==> src/rtl/led_pattern_sequencer.sv <==
// 8-LED display controller: prescaled step counter, debounced mode button and
// four display patterns (binary, Gray, bouncing scan, PWM breathe).
module led_pattern_sequencer #(
    parameter int PRESCALE_BITS = 24,
    parameter int DB_BITS       = 20,
    parameter int AUTO_STEPS    = 64
) (
    input  logic       clk,
    input  logic       rst_n,
    input  logic       btn,
    input  logic       auto_en,
    output logic [7:0] led,
    output logic [1:0] mode,
    output logic       tick
);

    typedef enum logic [1:0] {
        MODE_BIN     = 2'd0,
        MODE_GRAY    = 2'd1,
        MODE_SCAN    = 2'd2,
        MODE_BREATHE = 2'd3
    } mode_e;

    localparam logic [PRESCALE_BITS-1:0] PRESC_MAX = '1;
    localparam logic [DB_BITS-1:0]       DB_MAX    = '1;
    localparam logic [7:0]               AUTO_LAST = 8'(AUTO_STEPS - 1);

    logic [PRESCALE_BITS-1:0] presc_q;
    logic [7:0]               step_q;
    logic [2:0]               pos_q;
    logic                     dir_down_q;
    logic                     sync1_q;
    logic                     sync2_q;
    logic                     stable_q;
    logic [DB_BITS-1:0]       db_cnt_q;
    logic [7:0]               auto_cnt_q;
    mode_e                    mode_q;
    logic [7:0]               led_q;

    logic       tick_w;
    logic       db_accept;
    logic       press;
    logic       auto_adv;
    logic       advance;
    logic [7:0] duty;
    logic [7:0] led_d;

    assign tick_w    = (presc_q == PRESC_MAX);
    assign db_accept = (sync2_q != stable_q) && (db_cnt_q == DB_MAX);
    assign press     = db_accept && sync2_q;
    assign auto_adv  = auto_en && tick_w && (auto_cnt_q == AUTO_LAST);
    // A press landing on the auto-advance tick still moves the mode by one.
    assign advance   = press || auto_adv;
    assign duty      = step_q[7] ? ~{step_q[6:0], 1'b0} : {step_q[6:0], 1'b0};

    always_comb begin
        // NOTE: default assignment first so every path drives led_d and no latch is inferred.
        led_d = '0;
        case (mode_q)
            MODE_BIN:     led_d = step_q;
            MODE_GRAY:    led_d = step_q ^ (step_q >> 1);
            MODE_SCAN:    led_d = 8'b1 << pos_q;
            MODE_BREATHE: led_d = (presc_q[7:0] < duty) ? 8'hFF : 8'h00;
            default:      led_d = '0;
        endcase
    end

    // NOTE: all state uses non-blocking assignments so every register samples pre-edge values.
    always_ff @(posedge clk or negedge rst_n) begin
        if (!rst_n) begin
            presc_q    <= '0;
            step_q     <= '0;
            pos_q      <= '0;
            dir_down_q <= 1'b0;
            sync1_q    <= 1'b0;
            sync2_q    <= 1'b0;
            stable_q   <= 1'b0;
            db_cnt_q   <= '0;
            auto_cnt_q <= '0;
            mode_q     <= MODE_BIN;
            led_q      <= '0;
        end else begin
            presc_q <= presc_q + 1'b1;
            if (tick_w) step_q <= step_q + 8'd1;

            sync1_q <= btn;
            sync2_q <= sync1_q;
            if (sync2_q == stable_q) begin
                db_cnt_q <= '0;
            end else if (db_accept) begin
                stable_q <= sync2_q;
                db_cnt_q <= '0;
            end else begin
                db_cnt_q <= db_cnt_q + 1'b1;
            end

            if (!auto_en || advance) auto_cnt_q <= '0;
            else if (tick_w)         auto_cnt_q <= auto_cnt_q + 8'd1;

            if (advance) begin
                mode_q     <= mode_e'(mode_q + 2'd1);
                pos_q      <= '0;
                dir_down_q <= 1'b0;
            end else if (tick_w && mode_q == MODE_SCAN) begin
                // Turn around on the end position so each end is lit for one step only.
                if (!dir_down_q) begin
                    if (pos_q == 3'd7) begin
                        dir_down_q <= 1'b1;
                        pos_q      <= 3'd6;
                    end else begin
                        pos_q <= pos_q + 3'd1;
                    end
                end else begin
                    if (pos_q == 3'd0) begin
                        dir_down_q <= 1'b0;
                        pos_q      <= 3'd1;
                    end else begin
                        pos_q <= pos_q - 3'd1;
                    end
                end
            end

            led_q <= led_d;
        end
    end

    assign led  = led_q;
    assign mode = mode_q;
    assign tick = tick_w;

endmodule

==> config.mk <==
export PLATFORM = sky130hd
export DESIGN_NAME = led_pattern_sequencer
export DESIGN_NICKNAME = d
export VERILOG_FILES = /design/src/rtl/led_pattern_sequencer.sv
export SDC_FILE = /design/constraint.sdc
export NUM_CORES = 1
export LEC_CHECK = 0
export BUFFER_PORTS_ARGS = -buffer_cell sky130_fd_sc_hd__buf_2
export CAP_MARGIN = 20
export CORE_MARGIN = 4
export CORE_UTILIZATION = 50
export CTS_CLUSTER_DIAMETER = 100
export DETAILED_ROUTE_END_ITERATION = 8
export GPL_TIMING_DRIVEN = 0
export PLACE_DENSITY = 0.78
export SLEW_MARGIN = 20
export SYNTH_ARGS = -nofsm -noshare
export SYNTH_HDL_FRONTEND = slang
export SYNTH_SLANG_ARGS = --single-unit
==> constraint.sdc <==
create_clock -name clk -period 2.5 [get_ports clk]
set_input_delay 0.125 -clock clk [delete_from_list [all_inputs] [get_ports clk]]
set_output_delay 0.125 -clock clk [all_outputs]
set_load 0.05 [all_outputs]
======== Word-level counts from Yosys, hierarchy flattened ========
Index checks and enable logic that the tools add are counted.
storage, ports and cells
  bits in read-only memories .............. 0
  memories kept ........................... 0
  bits in latches ......................... 0
  bits in writable memories ............... 0
  bits of input ports ..................... 4
  register bits after elaboration ......... 77
cells by class
  shift-type cells ........................ 1
  div/mod/pow operators ................... 0
  add/sub/neg operators ................... 7
  reduce and logical (&&, ||, !) cells .... 13
  order comparisons ....................... 1
  bitwise gates (word level) .............. 3
  multipliers ............................. 0
  multiplexer cells ....................... 17
  eq/ne operators ......................... 9
operator list
  kind                                                 number
  two-way mux 20 bit                                   2
  two-way mux 8 bit                                    4
  case mux 8 bit (4 select lines)                      1
  adder 24 x 1 -> 24 bit, second input constant        1
  equality test 24 bit, second input constant          1
  adder 20 x 1 -> 20 bit, second input constant        1
  equality test 20 bit, second input constant          1
  adder 8 x 1 -> 8 bit, second input constant          2
  two-way mux 3 bit                                    5
  equality test 8 x 6 -> 1 bit, second input constant  1
  less-than comparator 8 bit                           1
  NOT 8 bit                                            1
  left shift 1 x 3 -> 8 bit, first input constant      1
  bitwise XOR 8 x 7 -> 8 bit                           1
  logical AND 1 bit                                    5
  two-way mux 1 bit                                    5
  equality test 2 bit, second input constant           2
  nonzero test 2 bit                                   2
  adder 3 x 1 -> 3 bit, second input constant          1
  equality test 3 bit, second input constant           1
  logical NOT 3 bit                                    1
  subtractor 3 x 1 -> 3 bit, second input constant     1
  adder 2 x 1 -> 2 bit, second input constant          1
  equality test 2 x 1 -> 1 bit, second input constant  1
  7 further kinds                                      8

======== Longest topological paths before layout ========
Gate-level depths: netlist of run 1.
  word-level depth ........................ 6
  depth in mapped cells ................... 8

======== Worst setup path after synthesis of run 1 ========
No wires, ideal clock.
  path kind ............................... reg-to-reg
  from .................................... register step_q[7]
  to ...................................... register led_q[1], in the netlist led[1]
  stages on the path, launching flop included .. 8
  path buffers ............................ 1
  library setup time ...................... 0.087 ns
  slack ................................... 0.349 ns
  arrival ................................. 2.065 ns
  cell sequence ........................... dfrtp_1 > clkbuf_1 > xnor2_1 > ha_1 > a21o_1 > a2111oi_0 > o211ai_1 > o211ai_1
between the ends
  longest elaborated chain between the ends .. 4
ends and longest elaborated chain
  item                             RTL line  text
  start: declaration               29        logic [7:0] step_q;
  start signal: assignment         84        if (tick_w) step_q <= step_q + 8'd1;
  two-way mux 8 bit                54        assign duty = step_q[7] ? ~{step_q[6:0], 1'b0} : {step_q[6:0], 1'b0};
  less-than comparator 8 bit       63        MODE_BREATHE: led_d = (presc_q[7:0] < duty) ? 8'hFF : 8'h00;
  two-way mux 8 bit                63
  case mux 8 bit (4 select lines)  59        case (mode_q)
  net led_d[1]                     46        logic [7:0] led_d;
  end signal: assignment           123       led_q <= led_d;
  end: declaration                 38        logic [7:0] led_q;
The timed path passes the listed nets, and every way through them passes these cells.
A chain may end at the register's enable or synchronous reset.

======== Worst setup path in the final report of run 1 ========
  from .................................... register presc_q[16]
  to ...................................... output port tick
between the ends
  longest elaborated chain between the ends .. 1
ends and longest elaborated chain
  item                      RTL line  text
  start: declaration        28        logic [PRESCALE_BITS-1:0] presc_q;
  start signal: assignment  83        presc_q <= presc_q + 1'b1;
  equality test 24 bit      48        assign tick_w = (presc_q == PRESC_MAX);
  end: declaration          14        output logic tick
Every way passes these cells.

==> metrics.md, run 1 <==
| Metric | Value |
|---|---|
| Setup tns final | 0 ns |
| Drt first pass iters | 5 |
| H-Tree Depth | 3 |
| RSZ-0062 raised after global routing | no |
| Final std cell area, no fill | 4420 um2 |
| Max frequency | 432 MHz |
| Pin count of the biggest net entering global routing | 55 |
| Crit. Startpoint | presc_q[16] |
| Min-delay src | auto_en |
| Min-delay worst type | in2reg |
| First-pass GRT wire length | 12800 um |
| Design Power | 2.17 mW |
| DRT iter0 DRCs | 111 |
| Min Tclk post-route | 2.32 ns |
| Routed Antenna Nets | 0 |
| CP max FO | 10 |
| Slew of the pin with the lowest slew margin | 0.599 ns |
| Total track usage | 16.3% |
| Layout area overhead | 10.8% |
| Placed Area | 4210 um2 |
| Clk pin slew, worst setup/hold paths | 0.09 ns |
| Total CTS buffers | 9 |
| Die span in y | 97.3 um |
| WL final | 7080 um |
| Post-Syn Instances | 374 |
| Avg WL per Cell | 13.9 um |
| Clk buf depth | 2 |
| Inst Count DP | 491 |
| # setup viols final | 0 |
| Die area | 9470 um2 |
| Synth warn | 0 |
| GRT Residual Overflow | 0 |
| Mean Syn Cell Area | 10.7 um2 |
| Leak pwr | 2.06 nW |
| Initial antenna violation count | 0 |
| Top_reg_cell synth | dfrtp_1 |
| Final Non-Filler Cells | 508 |
| Site Rows | 32 |
| Std-Cell Core Area | 7730 um2 |
| Final period util | 92.7% |
| Asr flop ratio synth | 100% |
| Max_slew headroom | 59.7% |
| WHS | 0.0209 ns |
| Vias/cell | 5.42 |
| Initial core utilization | 51.6% |
| CTS tree | done |
| Post-synth cell types | 49 |
| Post-synth EDFFs | 0 |
| Hpwl dp | 5090 um |
| IR drop worst, VDD | 325 uV |
| Root Buffer | clkbuf_8 |
| Pwr per Cell Area | 491 nW/um2 |
| Crit Path Category | reg2out |
| Sink Count | 77 |
| Critical path required time | 2.38 ns |
| Post-synthesis sequential area ratio | 48.3% |
| Via count | 2751 |
| Flops & latches, synth | 77 |
| CP startpoint kind | flop |
| Slew Limit Fails | 0 |
| Latest clock arrival within the worst-skew pair | 0.35 ns |
| # IOs | 15 |
| Die width | 97.3 um |
| Commonest cells after routing, fill and taps aside | 75 x dfrtp_1, 40 x xnor2_1, 40 x nor2_1 |
| Mapped Nets | 405 |
| Status | completed |
| RePlAce Congestion | 0.820 |
| Mapped Area | 3990 um2 |
| Critical path endpoint category | output pin |
| Final hold vios | 0 |
| Maxcap violations | 0 |
| Share of cells above drive strength 1 | 11.6% |
| Reg-to-Reg Start | step_q[7] |
| IO Port Bufs | 14 |
| Post-Route Skew | 0.0114 ns |
| Fin nets | 432 |
| Vias in the first global route | 2883 |
| Diodes inserted | 0 |
| Crit path DAT | 2.19 ns |
| Commonest non-fill, non-tap cell in the layout | dfrtp_1 |
| Residual DRC | 0 |
routing by layer:
layer | wire, um | up-vias | global-route usage [%] | part of all wire (%)
met4 | 65 | 0 | 4.37 | 0.92
met1 | 3310 | 1360 | 20.5 | 47
met5 | 0 | - | 0 | 0
met3 | 203 | 6 | 4.59 | 2.9
li1 | - | 1349 | - | -
met2 | 3500 | 36 | 27.5 | 49
synth_stat cells, types with 2 or more instances:
cell / number / share of area, %
nor3_1: 4 / 0.50
o211ai_1: 10 / 1.9
and3_1: 10 / 1.6
nor2_1: 40 / 3.8
buf_2: 3 / 0.38
xnor2_1: 40 / 8.8
xor2_1: 21 / 4.6
o21ai_0: 2 / 0.25
nand2_1: 31 / 2.9
inv_1: 14 / 1.3
nand3_1: 15 / 1.9
and4_1: 10 / 2.2
clkbuf_1: 3 / 0.28
nor2b_1: 6 / 0.94
ha_1: 27 / 8.5
a21oi_1: 5 / 0.63
nand4_1: 20 / 3.1
dfrtp_1: 77 / 48
a22oi_1: 4 / 0.75
a211oi_1: 2 / 0.38
buf_1: 2 / 0.19
path summary, 6_finish.rpt:
check	to	slack, ns	cells past startpoint
worst max register to register	led[2]	0.24	6
worst min register to register	sync2_q	0.36	0
min in group asynchronous	db_cnt_q[7]	0.20	2
max in group asynchronous	presc_q[4]	1.73	3
worst max-delay path	tick	0.18	7
worst min-delay path	auto_cnt_q[6]	0.02	3
power by group:
part | leakage [nW] | total, mW | switching, mW | internal (mW)
Sequential | 1.05 | 1.25 | 0.00464 | 1.25
Clock | 0.0893 | 0.864 | 0.470 | 0.394
Combinational | 0.920 | 0.0519 | 0.0370 | 0.0150
Total | 2.06 | 2.17 | 0.512 | 1.66
logic make-up after synthesis:
group,share of synthesized area [%]
muxes,0.816
and+or+nand+nor,19.9
xor gates and xnor gates,13.4
adders and majority gates,8.47
DFF,48.3
buffers and inverters,2.73
AOI/OAI and AO/OA,6.37
through the flow:
stage,worst slack (ns),utilization [%]
finish,0.183,57.2
global route,0.0218,57.2
CTS,0.142,57.1
detailed placement,-0.0121,54.5
global placement,0.0155,54.1
floorplan,0.349,-
critical path: stages (launching register included):
cell and delay (ns):
dfrtp_1 0.41, and4_1 0.29, and2_0 0.16, buf_2 0.21, nand2_2 0.17, inv_2 0.14
buf_4 0.19, buf_2 0.28
what timing repair did:
action                                  in CTS  in global routing
endpoints found under the setup margin       7                  5
gates resized for setup                      0                  2
pin swaps                                    0                  0
hold buffers                                 2                  0
buffers inserted                             0                  0
hold endpoints to repair                    24                  0
flip-flops by register name (all words and copies together), names as in the netlist:
name / flops
auto_cnt_q: 8
db_cnt_q: 20
dir_down_q: 1
led: 8
mode: 2
pos_q: 3
presc_q: 24
stable_q: 1
step_q: 8
sync1_q: 1
sync2_q: 1
layout make-up:
type,count,area (um2)
Buffer,9,48.8
Clock buffer,10,138
Clock inverter,6,46.3
Fill cell,643,3310
Inverter,15,56.3
Multi-Input combinational cell,272,1950
Sequential cell,77,1930
Tap cell,102,128
Timing Repair Buffer,17,120
Power figures use the tool's default switching activity.
==> inputs of run 2 (changes only) <==
--- a/config.mk
+++ b/config.mk
@@ -12,7 +12,7 @@
 export CTS_CLUSTER_DIAMETER = 100
 export DETAILED_ROUTE_END_ITERATION = 8
 export GPL_TIMING_DRIVEN = 0
-export PLACE_DENSITY = 0.78
+export PLACE_DENSITY = 0.72
 export SLEW_MARGIN = 20
 export SYNTH_ARGS = -nofsm -noshare
 export SYNTH_HDL_FRONTEND = slang
==> run 2 against run 1 <==
Via count shrank 0.58%. Routed wire length grew 2.0%. Sequential share of layout area shrank 0.21 points. First-iteration DRC count shrank 32%. Combinational power shrank 2%. Sequential cell count is the same. Final cell count is the same. Total power grew 4.8%. Final area grew 0.48%. Highest routed layer unchanged.
==> metrics.md, run 2 (synthesized netlist as in run 1, its figures left out) <==
| Metric | Value |
|---|---|
| Clk buf depth | 2 |
| Crit path depth | 6 |
| Min-delay worst type | in2reg |
| Critical path required time | 2.75 ns |
| Clk pin slew, worst setup/hold paths | 0.09 ns |
| Delay-heaviest family, CP | compound AO/OA/AOI/OAI gates |
| Root Buffer | clkbuf_8 |
| Commonest cells after routing, fill and taps aside | 75 x dfrtp_1, 40 x xnor2_1, 40 x nor2_1 |
| Sink Count | 77 |
| # setup viols final | 0 |
| Max_slew headroom | 55.9% |
| Vias/cell | 5.38 |
| Die width | 97.3 um |
| Flop-to-flop setup slack | 0.15 ns |
| Post-Route Skew | 0.00554 ns |
| Residual DRC | 0 |
| Design Power | 2.27 mW |
| Std-Cell Core Area | 7730 um2 |
| CTS tree | done |
| Drt first pass iters | 4 |
| Final std cell area, no fill | 4440 um2 |
| Pwr per Cell Area | 512 nW/um2 |
| IR drop worst, VDD | 264 uV |
| Largest regs | presc_q (24), db_cnt_q (20) |
| Min Tclk post-route | 2.35 ns |
| Fin nets | 432 |
| Initial core utilization | 51.6% |
| WL final | 7220 um |
| Commonest non-fill, non-tap cell in the layout | dfrtp_1 |
| Switch share | 23.6% |
| RePlAce Congestion | 0.856 |
| Crit. Startpoint | step_q[7] |
| Top reg by flops | presc_q |
| Via count | 2735 |
| H-Tree Depth | 3 |
| Avg WL per Cell | 14.2 um |
| Final hold vios | 0 |
| Maxcap violations | 0 |
| R2R Path End | led[1] |
| Post-CTS Setup Bufs | 0 |
| Routed Antenna Nets | 0 |
| Max FFs per register | 24 |
| Inst Count DP | 491 |
| First-pass GRT wire length | 13200 um |
| Reg power frac | 55.2% |
| Vias in the first global route | 2780 |
| Crit Path Category | reg2reg |
| Power share of the combinational group | 2.2% |
| Layout area overhead | 11.3% |
| Diodes inserted | 0 |
| Die span in y | 97.3 um |
| WHS | 0.0245 ns |
| # fillers | 666 |
| Slew Limit Fails | 0 |
| Placed Area | 4210 um2 |
| Initial antenna violation count | 0 |
| # IOs | 15 |
| Max frequency | 425 MHz |
| Clk network pwr share | 42.6% |
| Share of cells above drive strength 1 | 11.6% |
| Crit path DAT | 2.60 ns |
| Status | completed |
| Latest clock arrival within the worst-skew pair | 0.35 ns |
| Worst Reg-to-Reg Cells | 6 |
| Final Non-Filler Cells | 508 |
| Setup crit end | led[1] |
| DRT iter0 DRCs | 76 |
| GRT Residual Overflow | 0 |
| Pin count of the biggest net entering global routing | 41 |
| CP startpoint kind | flop |
| CP Buf/Inv Count | 0 |
| IO Port Bufs | 14 |
| Slowest stage delay, CP | 0.52 ns |
| Die area | 9470 um2 |
| Total CTS buffers | 9 |
| Total track usage | 16.9% |
| Leak pwr | 2.08 nW |
| Site Rows | 32 |
| Area of the multi-input gates | 1960 um2 |
| Cells along the critical path | xnor2_1 > ha_1 > a21o_1 > a2111oi_0 > o211ai_1 > o211ai_1 |
| Final period util | 94.2% |
| Hpwl dp | 5140 um |
| Reg-to-Reg Start | step_q[7] |
| Slew of the pin with the lowest slew margin | 0.658 ns |
| Critical path endpoint category | flop |
| Storage cell area | 1930 um2 |
| Cell mode on critical path | o211ai_1 |
| RSZ-0062 raised after global routing | no |
| Psw | 0.536 mW |
| Setup tns final | 0 ns |
| Crit-path slowest cell | dfrtp_2 |
| Int Pwr | 1.74 mW |
| CP max FO | 10 |
run 2: cell types whose count changed in the layout (fill, tap and decap cells not counted), sizes merged:
cell	previous run	this run
inv	17	18
clkinv	2	0
clkinvlp	2	3
buf	22	21
bufinv	0	1
run 2: metrics by stage:
stage	worst slack [ns]	utilization [%]
global route	0.0199	57.4
global placement	-0.0602	54.1
CTS	0.0710	57.3
detailed placement	-0.0830	54.4
floorplan	0.349	-
finish	0.146	57.4
run 2: area by class of cell:
| type | count | share of cell area (%) |
|---|---|---|
| multi-input cells | 272 | 44.1 |
| flip-flops and latches | 77 | 43.5 |
| well taps | 102 | 2.88 |
| clock buffers | 9 | 2.79 |
| repair buffers | 17 | 2.59 |
| clock inverters | 7 | 1.83 |
| inverters | 15 | 1.27 |
| plain buffers | 9 | 1.10 |
run 2: power by group through the flow:
| stage | logic, mW | registers (mW) | clock network, mW |
|---|---|---|---|
| floorplan | 0.0147 | 1.28 | 0 |
| global placement | 0.0453 | 1.28 | 0 |
| detailed placement | 0.0512 | 1.28 | 0 |
| CTS | 0.0546 | 1.25 | 1.01 |
| global route | 0.0601 | 1.26 | 1.06 |
| finish | 0.0510 | 1.25 | 0.969 |
run 2: how the worst min path moves through the flow:
stage | startpoint | endpoint | slack, ns | depth (start not counted)
after detailed placement | rst_n | db_cnt_q[14] | 0.12 | 1
final | auto_en | auto_cnt_q[6] | 0.02 | 3
after global routing | auto_en | auto_cnt_q[6] | 0.02 | 3
after global placement | btn | sync1_q | 0.23 | 1
after CTS | auto_en | auto_cnt_q[6] | 0.01 | 3
after floorplan | rst_n | auto_cnt_q[0] | -0.17 | 0
run 2: what timing repair did:
item | CTS | global route
setup endpoints to repair | 8 | 9
cloned | 0 | 0
hold buffers | 2 | 0
hold endpoints to repair | 38 | 0
resized for setup | 0 | 4
run 2: per-layer routing:
metal / GRT usage (%) / share of wire, % / up-vias
met5: 0 / 0 / -
met4: 5.22 / 1.3 / 0
met3: 4.59 / 2.8 / 11
met2: 27.9 / 50 / 30
met1: 21.7 / 46 / 1343
li1: - / - / 1351
run 2: worst min-delay path: cells and delay by family:
kind                   cells  cell delay (ns)
buffers and inverters      1             0.12
and+or+nand+nor            2             0.10
==> inputs of run 3 (changes only) <==
--- a/config.mk
+++ b/config.mk
@@ -8,11 +8,11 @@
 export BUFFER_PORTS_ARGS = -buffer_cell sky130_fd_sc_hd__buf_2
 export CAP_MARGIN = 20
 export CORE_MARGIN = 4
-export CORE_UTILIZATION = 50
+export CORE_UTILIZATION = 62
 export CTS_CLUSTER_DIAMETER = 100
 export DETAILED_ROUTE_END_ITERATION = 8
 export GPL_TIMING_DRIVEN = 0
-export PLACE_DENSITY = 0.72
+export PLACE_DENSITY = 0.79
 export SLEW_MARGIN = 20
 export SYNTH_ARGS = -nofsm -noshare
 export SYNTH_HDL_FRONTEND = slang
==> run 3 against run 2 <==
Die area is 18% lower. Maximum frequency hardly changed. Routed wire length grew 2.9%. Global-route usage is 4.6 points higher. Largest power group unchanged. Sequential cell count did not move. Critical path type is now reg2out. Sequential power about the same. Utilization grew 16 points. Sequential share of layout area is 0.14 points lower. Hold slack about the same. Non-clock buffer count grew 1. Critical endpoint is now tick.
==> metrics.md, run 3 (synthesized netlist as in run 1, its figures left out) <==
| Metric | Value |
|---|---|
| Status | completed |
| # IOs | 15 |
| IR drop worst, VDD | 390 uV |
| Maxcap violations | 0 |
| Commonest non-fill, non-tap cell in the layout | dfrtp_1 |
| Placed Area | 4170 um2 |
| First-pass GRT wire length | 12900 um |
| Die span in y | 88.2 um |
| Crit Path Category | reg2out |
| Min Tclk post-route | 2.36 ns |
| Max_slew headroom | 65.6% |
| Critical path required time | 2.38 ns |
| Hpwl dp | 5240 um |
| Critical path endpoint category | output pin |
| Slew of the pin with the lowest slew margin | 0.516 ns |
| Max FFs per register | 24 |
| Die width | 88.2 um |
| Std-Cell Core Area | 6100 um2 |
| Top reg by flops | presc_q |
| CTS tree | done |
| CP startpoint kind | flop |
| Latest clock arrival within the worst-skew pair | 0.35 ns |
| RSZ-0062 raised after global routing | no |
| Vias in the first global route | 2767 |
| DRT iter0 DRCs | 117 |
| Final Non-Filler Cells | 482 |
| GRT Residual Overflow | 0 |
| Clk pin slew, worst setup/hold paths | 0.09 ns |
| H-Tree Depth | 3 |
| IO Port Bufs | 14 |
| Drt first pass iters | 4 |
| Crit path DAT | 2.23 ns |
| Commonest cells after routing, fill and taps aside | 76 x dfrtp_1, 40 x xnor2_1, 40 x nor2_1 |
| Pin count of the biggest net entering global routing | 41 |
| Share of cells above drive strength 1 | 11.3% |
| Via count | 2744 |
| Sink Count | 77 |
| Diodes inserted | 0 |
| Final period util | 94.3% |
| Layout Utilization | 73.0% |
| Crit-path slowest cell | dfrtp_1 |
| Total CTS buffers | 9 |
| Fin nets | 433 |
| Initial core utilization | 65.4% |
| # setup viols final | 0 |
| Leak pwr | 2.10 nW |
| RePlAce Congestion | 0.916 |
| Slew Limit Fails | 0 |
| Final std cell area, no fill | 4450 um2 |
| Site Rows | 28 |
| Setup tns final | 0 ns |
| Largest regs | presc_q (24), db_cnt_q (20) |
| Pwr per Cell Area | 554 nW/um2 |
| Residual DRC | 0 |
| Max frequency | 424 MHz |
| Die area | 7780 um2 |
| Cells along the critical path | nand4_2 > nor4_4 > nand2_2 > inv_2 > buf_4 > clkbuf_4 |
| Final hold vios | 0 |
| Vias/cell | 5.69 |
| Inst Count DP | 464 |
| Post-Route Skew | 0.0136 ns |
| Root Buffer | clkbuf_8 |
| Slowest stage delay, CP | 0.46 ns |
| Clk buf depth | 2 |
| WL final | 7430 um |
| Routed Antenna Nets | 0 |
| Min-delay worst type | in2reg |
| Avg WL per Cell | 15.4 um |
| CP max FO | 10 |
| Total track usage | 21.4% |
| Layout area overhead | 11.6% |
| # fillers | 436 |
| Initial antenna violation count | 0 |
[run 3: per-stage QoR]
step	setup slack (ns)	total power, mW	hold WS (ns)
6_report	0.144	2.47	0.0249
5_1_grt	0.00238	2.55	0.0282
4_1_cts	0.0202	2.48	0.0174
3_5_place_dp	-0.0908	1.33	0.136
3_3_place_gp	0.0353	1.32	0.234
2_1_floorplan	0.349	1.29	-0.171
[run 3: timing repair]
action                                 4_1_cts  5_1_grt
pin swaps                                    0        1
endpoints found under the hold margin       40        0
resized for setup                            0        2
hold buffers                                 2        0
buffers inserted                             0        1
setup endpoints to repair                    8        9
cloned                                       0        0
[run 3: area by class of cell]
cell class | count | area, um2 | area share (%)
buffer | 9 | 48.8 | 1.10
timing repair buffer | 18 | 123 | 2.76
multi-input combinational | 272 | 1950 | 43.8
sequential | 77 | 1930 | 43.3
tap | 75 | 93.8 | 2.11
clock inverter | 5 | 108 | 2.42
inverter | 15 | 56.3 | 1.27
clock buffer | 11 | 141 | 3.18
[run 3: final timing paths]
check / from / depth (start not counted) / to / slack (ns)
max reg2reg: step_q[7] / 7 / led[7] / 0.27
min reg2reg: sync1_q / 0 / sync2_q / 0.37
max: presc_q[4] / 6 / tick / 0.14
max in group asynchronous: rst_n / 3 / db_cnt_q[8] / 1.63
min: auto_en / 3 / auto_cnt_q[6] / 0.02
min in group asynchronous: rst_n / 2 / auto_cnt_q[6] / 0.29
[run 3: where the power goes]
group	switching, mW	total, mW	leakage (nW)	internal [mW]
Clock	0.466	1.16	0.124	0.695
Sequential	0.00450	1.25	1.05	1.25
Combinational	0.0375	0.0511	0.920	0.0136
Total	0.508	2.47	2.10	1.96
[run 3: critical path, delay by kind of cell (launching register included)]
| family | cells | cell delay (ns) |
|---|---|---|
| flip-flops | 1 | 0.46 |
| buffers and inverters | 3 | 0.60 |
| AND/OR/NAND/NOR | 3 | 0.81 |
[run 3: metal layers]
layer / vias to the layer above / share of wire, % / GRT usage (%)
met4: 0 / 1.1 / 7.55
met1: 1338 / 46 / 29.4
met3: 8 / 3.7 / 4.42
li1: 1356 / - / -
met2: 42 / 49 / 34.0
met5: - / 0 / 0
